==> config.mk <==
export PLATFORM = sky130hd
export DESIGN_NAME = alu_operand_stage
export DESIGN_NICKNAME = d
export VERILOG_FILES = /design/src/rtl/alu_operand_stage.sv
export SDC_FILE = /design/constraint.sdc
export NUM_CORES = 1
export LEC_CHECK = 0
export CAP_MARGIN = 5
export CORE_AREA = 2 2 219 221
export DETAILED_ROUTE_END_ITERATION = 16
export DIE_AREA = 0 0 221 223
export PLACE_DENSITY = 0.55
export REMOVE_ABC_BUFFERS = 1
export SLEW_MARGIN = 20
export SYNTH_ARGS = -nofsm -noshare
export SYNTH_HDL_FRONTEND = slang
export SYNTH_SLANG_ARGS = --single-unit
export TNS_END_PERCENT = 100
==> constraint.sdc <==
create_clock -name clk -period 2.35 [get_ports clk]
set_input_delay 0.47 -clock clk [delete_from_list [all_inputs] [get_ports clk]]
set_output_delay 0.47 -clock clk [all_outputs]
set_load 0.005 [all_outputs]
==> src/rtl/alu_operand_stage.sv <==
// ID/EX operand stage: registers decoded operands/control, resolves EX/MEM and MEM/WB
// forwarding for the ALU inputs, and flags load-use hazards back to decode.
module alu_operand_stage #(
  parameter int unsigned W  = 64,
  parameter int unsigned RA = 5
) (
  input  logic          clk,
  input  logic          rst_n,
  input  logic          id_valid,
  input  logic [W-1:0]  id_rn_data,
  input  logic [W-1:0]  id_rm_data,
  input  logic [W-1:0]  id_imm,
  input  logic [RA-1:0] id_rn_addr,
  input  logic [RA-1:0] id_rm_addr,
  input  logic [RA-1:0] id_rd_addr,
  input  logic          id_alu_src,
  input  logic [3:0]    id_alu_op,
  input  logic          id_reg_write,
  input  logic          id_mem_read,
  input  logic          id_mem_write,
  input  logic          stall,
  input  logic          flush,
  input  logic          exmem_reg_write,
  input  logic [RA-1:0] exmem_rd,
  input  logic [W-1:0]  exmem_result,
  input  logic          memwb_reg_write,
  input  logic [RA-1:0] memwb_rd,
  input  logic [W-1:0]  memwb_data,
  output logic [W-1:0]  alu_a,
  output logic [W-1:0]  alu_b,
  output logic [3:0]    alu_op,
  output logic          ex_valid,
  output logic          ex_reg_write,
  output logic          ex_mem_read,
  output logic          ex_mem_write,
  output logic [RA-1:0] ex_rd,
  output logic [W-1:0]  ex_store_data,
  output logic          load_use_hazard
);

  localparam logic [RA-1:0] Xzr   = RA'(31);
  localparam logic [3:0]    OpAnd = 4'b0000;

  logic          valid_q, valid_d;
  logic [W-1:0]  rn_data_q, rn_data_d;
  logic [W-1:0]  rm_data_q, rm_data_d;
  logic [W-1:0]  imm_q, imm_d;
  logic [RA-1:0] rn_addr_q, rn_addr_d;
  logic [RA-1:0] rm_addr_q, rm_addr_d;
  logic [RA-1:0] rd_addr_q, rd_addr_d;
  logic          alu_src_q, alu_src_d;
  logic [3:0]    alu_op_q, alu_op_d;
  logic          reg_write_q, reg_write_d;
  logic          mem_read_q, mem_read_d;
  logic          mem_write_q, mem_write_d;

  // Flush beats stall; a stall simply leaves every field at its held value.
  always_comb begin
    valid_d     = valid_q;
    rn_data_d   = rn_data_q;
    rm_data_d   = rm_data_q;
    imm_d       = imm_q;
    rn_addr_d   = rn_addr_q;
    rm_addr_d   = rm_addr_q;
    rd_addr_d   = rd_addr_q;
    alu_src_d   = alu_src_q;
    alu_op_d    = alu_op_q;
    reg_write_d = reg_write_q;
    mem_read_d  = mem_read_q;
    mem_write_d = mem_write_q;
    if (flush) begin
      valid_d     = 1'b0;
      rn_data_d   = '0;
      rm_data_d   = '0;
      imm_d       = '0;
      rn_addr_d   = '0;
      rm_addr_d   = '0;
      rd_addr_d   = '0;
      alu_src_d   = 1'b0;
      alu_op_d    = OpAnd;
      reg_write_d = 1'b0;
      mem_read_d  = 1'b0;
      mem_write_d = 1'b0;
    end else if (!stall) begin
      valid_d     = id_valid;
      rn_data_d   = id_rn_data;
      rm_data_d   = id_rm_data;
      imm_d       = id_imm;
      rn_addr_d   = id_rn_addr;
      rm_addr_d   = id_rm_addr;
      rd_addr_d   = id_rd_addr;
      alu_src_d   = id_alu_src;
      alu_op_d    = id_alu_op;
      // An invalid slot must never produce side effects downstream.
      reg_write_d = id_valid & id_reg_write;
      mem_read_d  = id_valid & id_mem_read;
      mem_write_d = id_valid & id_mem_write;
    end
  end

  always_ff @(posedge clk) begin
    if (!rst_n) begin
      valid_q     <= 1'b0;
      rn_data_q   <= '0;
      rm_data_q   <= '0;
      imm_q       <= '0;
      rn_addr_q   <= '0;
      rm_addr_q   <= '0;
      rd_addr_q   <= '0;
      alu_src_q   <= 1'b0;
      alu_op_q    <= OpAnd;
      reg_write_q <= 1'b0;
      mem_read_q  <= 1'b0;
      mem_write_q <= 1'b0;
    end else begin
      valid_q     <= valid_d;
      rn_data_q   <= rn_data_d;
      rm_data_q   <= rm_data_d;
      imm_q       <= imm_d;
      rn_addr_q   <= rn_addr_d;
      rm_addr_q   <= rm_addr_d;
      rd_addr_q   <= rd_addr_d;
      alu_src_q   <= alu_src_d;
      alu_op_q    <= alu_op_d;
      reg_write_q <= reg_write_d;
      mem_read_q  <= mem_read_d;
      mem_write_q <= mem_write_d;
    end
  end

  logic rn_hit_ex, rn_hit_wb, rm_hit_ex, rm_hit_wb;
  logic [W-1:0] rn_fwd, rm_fwd;

  // XZR always reads as its registered value; EX/MEM is the younger producer.
  always_comb begin
    rn_hit_ex = exmem_reg_write && (exmem_rd == rn_addr_q) && (rn_addr_q != Xzr);
    rn_hit_wb = memwb_reg_write && (memwb_rd == rn_addr_q) && (rn_addr_q != Xzr);
    rm_hit_ex = exmem_reg_write && (exmem_rd == rm_addr_q) && (rm_addr_q != Xzr);
    rm_hit_wb = memwb_reg_write && (memwb_rd == rm_addr_q) && (rm_addr_q != Xzr);

    rn_fwd = rn_data_q;
    if (rn_hit_ex) begin
      rn_fwd = exmem_result;
    end else if (rn_hit_wb) begin
      rn_fwd = memwb_data;
    end

    rm_fwd = rm_data_q;
    if (rm_hit_ex) begin
      rm_fwd = exmem_result;
    end else if (rm_hit_wb) begin
      rm_fwd = memwb_data;
    end
  end

  always_comb begin
    alu_a         = rn_fwd;
    alu_b         = alu_src_q ? imm_q : rm_fwd;
    ex_store_data = rm_fwd;
    alu_op        = alu_op_q;
    ex_valid      = valid_q;
    ex_reg_write  = reg_write_q;
    ex_mem_read   = mem_read_q;
    ex_mem_write  = mem_write_q;
    ex_rd         = rd_addr_q;
  end

  always_comb begin
    load_use_hazard = valid_q && mem_read_q && (rd_addr_q != Xzr) && id_valid &&
                      ((rd_addr_q == id_rn_addr) || (rd_addr_q == id_rm_addr));
  end

endmodule

* Word level (Yosys, flattened, before mapping)
Index checks and enable logic that the tools add are counted. W data, S select, Z words.
Cells by class: magnitude comparators 0, equal/unequal tests 9, shift-type cells 0, bitwise logic cells 4, divide/modulo/power cells 0, multiplexer cells 5, $mul 0, reduce and logical (&&, ||, !) cells 14, add/subtract/negate cells 0
Operators by type and width (count):
- $mux W64 | 5
- $eq A5 B5 Y1 | 6
- $ne A5 B5 Y1 const B | 3
- $logic_and A1 B1 Y1 | 12
- $and A1 B1 Y1 | 3
- $reduce_or A2 Y1 | 1
- $logic_or A1 B1 Y1 | 1
- $not A1 Y1 | 1
Storage, ports and cells: latch bits 0, input bits 360, output and inout bits 206, flip-flop bits (word level) 216, memory bits (writable) 0, logic and storage cells 44, bits in read-only memories 0, memories kept 0

* Longest topological paths before layout
word-level depth 6, mapped depth 8, gate-level depth less buffers 5

* Worst setup path after synthesis
No wires, ideal clock.
path type input port to output port, start point input exmem_rd[3], end point output alu_b[10], stages 7, setup slack 201 ps, data arrival time 1679 ps, data required time 1880 ps, cell sequence xor2_1 nor3_1 nand4b_1 nor2b_1 buf_2 buf_2 a221oi_2
Between the ends: longest elaborated chain between the ends 5
Ends and longest elaborated chain:
- start, declared | line 24 | input logic [RA-1:0] exmem_rd,
- $eq A5 B5 Y1 | line 138 | rm_hit_ex = exmem_reg_write && (exmem_rd == rm_addr_q) && (rm_addr_q != Xzr);
- $logic_and A1 B1 Y1 (2 in series) | line 138
- $mux W64 | line 149 | if (rm_hit_ex) begin
- $mux W64 | line 158 | alu_b = alu_src_q ? imm_q : rm_fwd;
- end, declared | line 30 | output logic [W-1:0] alu_b,
No other way between the ends.

* Worst setup path after layout
start point register rm_addr_q[3], end point output alu_b[56]
Between the ends: longest elaborated chain between the ends 6
Ends and longest elaborated chain:
- start, declared | line 49 | logic [RA-1:0] rm_addr_q, rm_addr_d;
- start signal, assigned | line 121 | rm_addr_q <= rm_addr_d;
- $eq A5 B5 Y1 | line 139 | rm_hit_wb = memwb_reg_write && (memwb_rd == rm_addr_q) && (rm_addr_q != Xzr);
- $logic_and A1 B1 Y1 (2 in series) | line 139
- $mux W64 | line 151 | end else if (rm_hit_wb) begin
- $mux W64 (*) | line 149
- $mux W64 (*) | line 158
Every way passes the cells marked *; elsewhere a longest branch is shown, timed or not.

==> summary.md <==
| Metric | Value |
|---|---|
| Final #Nets | 2537 |
| Min Tclk post-route | 3.20 ns |
| Antenna-violating nets left | 0 |
| DR WL/cell | 20.7 µm |
| Largest net degree at the start of global routing | 71 |
| Synth top area cells | dfxtp_1 35%, mux2i_1 23%, nor2_1 8.5% |
| Clock-pin slew on the worst setup and hold paths | 0.06 ns |
| Ports | 566 |
| Setup WS post-layout | -0.852 ns |
| Leading area contributor after synthesis | dfxtp_1 |
| Number of global-route vias before repair | 13600 |
| CP Buf/Inv Count | 5 |
| Worst R2R Setup Slack | 1.31 ns |
| CP delay by family, top | buffers and inverters |
| Critical path's slowest cell | dfxtp_4 |
| Lkg Pwr | 9.60 nW |
| Synthesized cell area | 12400 µm² |
| RSZ-0062 raised after global routing | yes |
| Worst-Margin Slew | 0.449 ns |
| FMAX | 312 MHz |
| Clk sink count | 216 |
| Capturing point of the worst reg2reg path | alu_src_q |
| Die H | 223 µm |
| Crit path max fanout | 8 |
| Initial core utilization | 26.4% |
| Pre-CTS WS | -1.18 ns |
| First-pass iteration count of the detailed router | 5 |
| Worst Hold Path Cells | 3 |
| PortBufs | 565 |
| R2R depth | 3 |
| First-pass GRT wire length | 84.1 mm |
| Critical path capture point type | output pin |
| Clk buf depth | 3 |
| Hold path endpoint | rn_addr_q[3] |
| Synth warn | 0 |
| Post-synth cell types | 32 |
| Die Area | 49300 µm² |
| CTS tree | yes |
| Count of final max-slew check failures | 0 |
| Clk root buf | clkbuf_16 |
| Worst Min Path Start | id_rn_addr[3] |
| Row cnt | 80 |
| Max stage delay on crit path | 0.36 ns |
| CTS buffer count | 28 |
| Commonest non-fill, non-tap cells in the layout | 360 x clkdlybuf4s50_1, 277 x nor2_1, 256 x mux2i_1 |
| Layout Cells excl Fill | 2820 |
| GP Congestion | 0.893 |
| Chip width | 221 µm |
| Startpoint Class | flop |
| CP required | 1.88 ns |
| Drt first-iter violations | 664 |
| # DRC | 0 |
| Setup CP Type | reg2out |
| Worst-path cell chain | nand4_1, and3_1, o2111a_2, buf_12, buf_16, buf_12, mux2i_4, buf_6, a221oi_2, buf_2 |
| Status | complete, but fails checks |
| Layout cell share with drive strength beyond 1 | 36.3% |
| Worst vdd ir | 0.000400 V |
| Final hold violations | 0 |
| CP dominant cell by count | buf_12 |
| Leading cell type in the layout, fill and taps excluded | clkdlybuf4s50_1 |
| Fin util | 49.5% |
| Number of max-cap violations | 0 |
| CORE AREA | 47100 µm² |
| Worst path arrival time | 2.73 ns |
| Final TNS setup | -125.31 ns |
| Gr usage total | 21.9% |
| Total power | 0.0105 W |
| DR vias | 13500 |
| Sequential area share after synthesis | 34.8% |
| Worst r2r src | alu_src_q |
| H-tree depth | 1 |
| Power density cells | 451 nW/µm² |
| Total global routing overflow | 0 |
| Slew margin rel. | 70.0% |
| Via density per instance | 4.79 |
| Skew-Pair Late Insertion Delay | 0.54 ns |
| Final Cycle Share | 136% |
| Dpl cells | 2613 |
| Post-Syn Instances | 1397 |
| Initial antenna violation count | 6 |
| Post-DP HPWL | 40.2 mm |
| Area added between synthesis and finish | 87.5% |
| CTS Hold Bufs | 0 |
| #FFs+latches synth | 216 |
| Final Setup Violations | 193 |
| Clock skew | 0 ns |
| Syn Area/Cell | 8.91 µm² |
| Failing checks | negative setup slack |
| Top cell type's share of synthesized area | 34.8% |
| Final wirelength | 58.4 mm |
| Min-delay worst type | in2reg |
## stage by stage
| stage | hold WS, ns | area [µm²] |
|---|---|---|
| after global placement | 0.474 | 19800 |
| after floorplan | 0.463 | 11800 |
| final | 0.290 | 23300 |
| after detailed placement | 0.483 | 19800 |
| after CTS | 0.342 | 22500 |
| after global routing | 0.334 | 23300 |
## worst reg2reg max path: cells and delay by family (launching register included)
| family | cells | cell delay (ns) |
|---|---|---|
| buf+inv | 1 | 0.23 |
| simple gates | 1 | 0.15 |
| mux | 1 | 0.13 |
| flops | 1 | 0.44 |
## cell families (layout without fill, tap and decap cells)
group	Yosys count	after routing	share of synthesized area, %
buf+inv	182	984	6.88
simple gates	431	431	14.0
compound gates	200	200	13.2
other cells	0	6	0
flops	216	216	34.8
mux	340	340	29.2
xor+xnor	28	28	1.97
## what timing repair did
action                      CTS  global route
buffers inserted            100            49
cloned                       11             8
gates resized for setup    1089           144
setup endpoints to repair   193           193
pin swaps                   116            91
## where the power goes
group          switching, W  leakage (nW)  internal (W)
sequential        0.0000989          1.77       0.00378
clock               0.00168         0.454       0.00263
combinational      0.000961          7.38       0.00138
total               0.00274          9.60       0.00778
## layer usage
| metal | GRT usage, % | up-vias | share of wire (%) |
|---|---|---|---|
| li1 | - | 6433 | - |
| met1 | 26.9 | 6503 | 41 |
| met2 | 38.1 | 480 | 49 |
| met3 | 4.75 | 99 | 6.7 |
| met4 | 6.82 | 0 | 2.8 |
| met5 | 0 | - | 0 |
## layout make-up
class | count | area (µm²)
inverters | 64 | 240
clock buffers | 48 | 877
fillers | 4444 | 23800
repair buffers | 868 | 8460
diodes | 6 | 15.0
clock inverters | 4 | 52.6
well taps | 615 | 769
flip-flops and latches | 216 | 4360
multi-input cells | 999 | 8550
## sequential cells by signal (all words and copies together) (netlist names)
signal	cells
ex_valid	1
ex_reg_write	1
rn_data_q	64
rm_addr_q	5
ex_rd	5
ex_mem_write	1
alu_op	4
imm_q	64
rn_addr_q	5
rm_data_q	64
alu_src_q	1
ex_mem_read	1
## worst max path at each step
| stage | from | endpoint | slack [ns] | cells past startpoint |
|---|---|---|---|---|
| detailed placement | exmem_rd[3] | alu_b[9] | -1.18 | 9 |
| CTS | rm_addr_q[3] | alu_b[3] | -0.85 | 10 |
| finish | rm_addr_q[3] | alu_b[56] | -0.85 | 10 |
| floorplan | memwb_rd[3] | alu_a[17] | -8.27 | 5 |
| global route | rm_addr_q[3] | alu_b[62] | -0.96 | 10 |
| global placement | exmem_rd[3] | alu_b[9] | -1.21 | 9 |
## cell usage after synthesis
cell type,n
nand3_1,3
a311oi_1,1
a31oi_1,1
clkbuf_1,63
and2_1,1
nor3_2,1
a221oi_1,3
mux2i_2,60
buf_4,6
and3_1,2
buf_2,29
nor4_1,2
inv_1,64
a221oi_2,61
nand2_1,65
mux2i_1,280
nor2b_1,2
o2111a_2,1
nand4_1,3
o21ai_0,32
nor2_1,283
xnor2_1,13
nand2b_1,1
dfxtp_1,216
a22oi_1,3
buf_1,13
a21oi_1,66
nand4b_1,1
nor3_1,67
xor2_1,15
o21ai_1,32
buf_12,7
(Power assumes the default switching activity.)
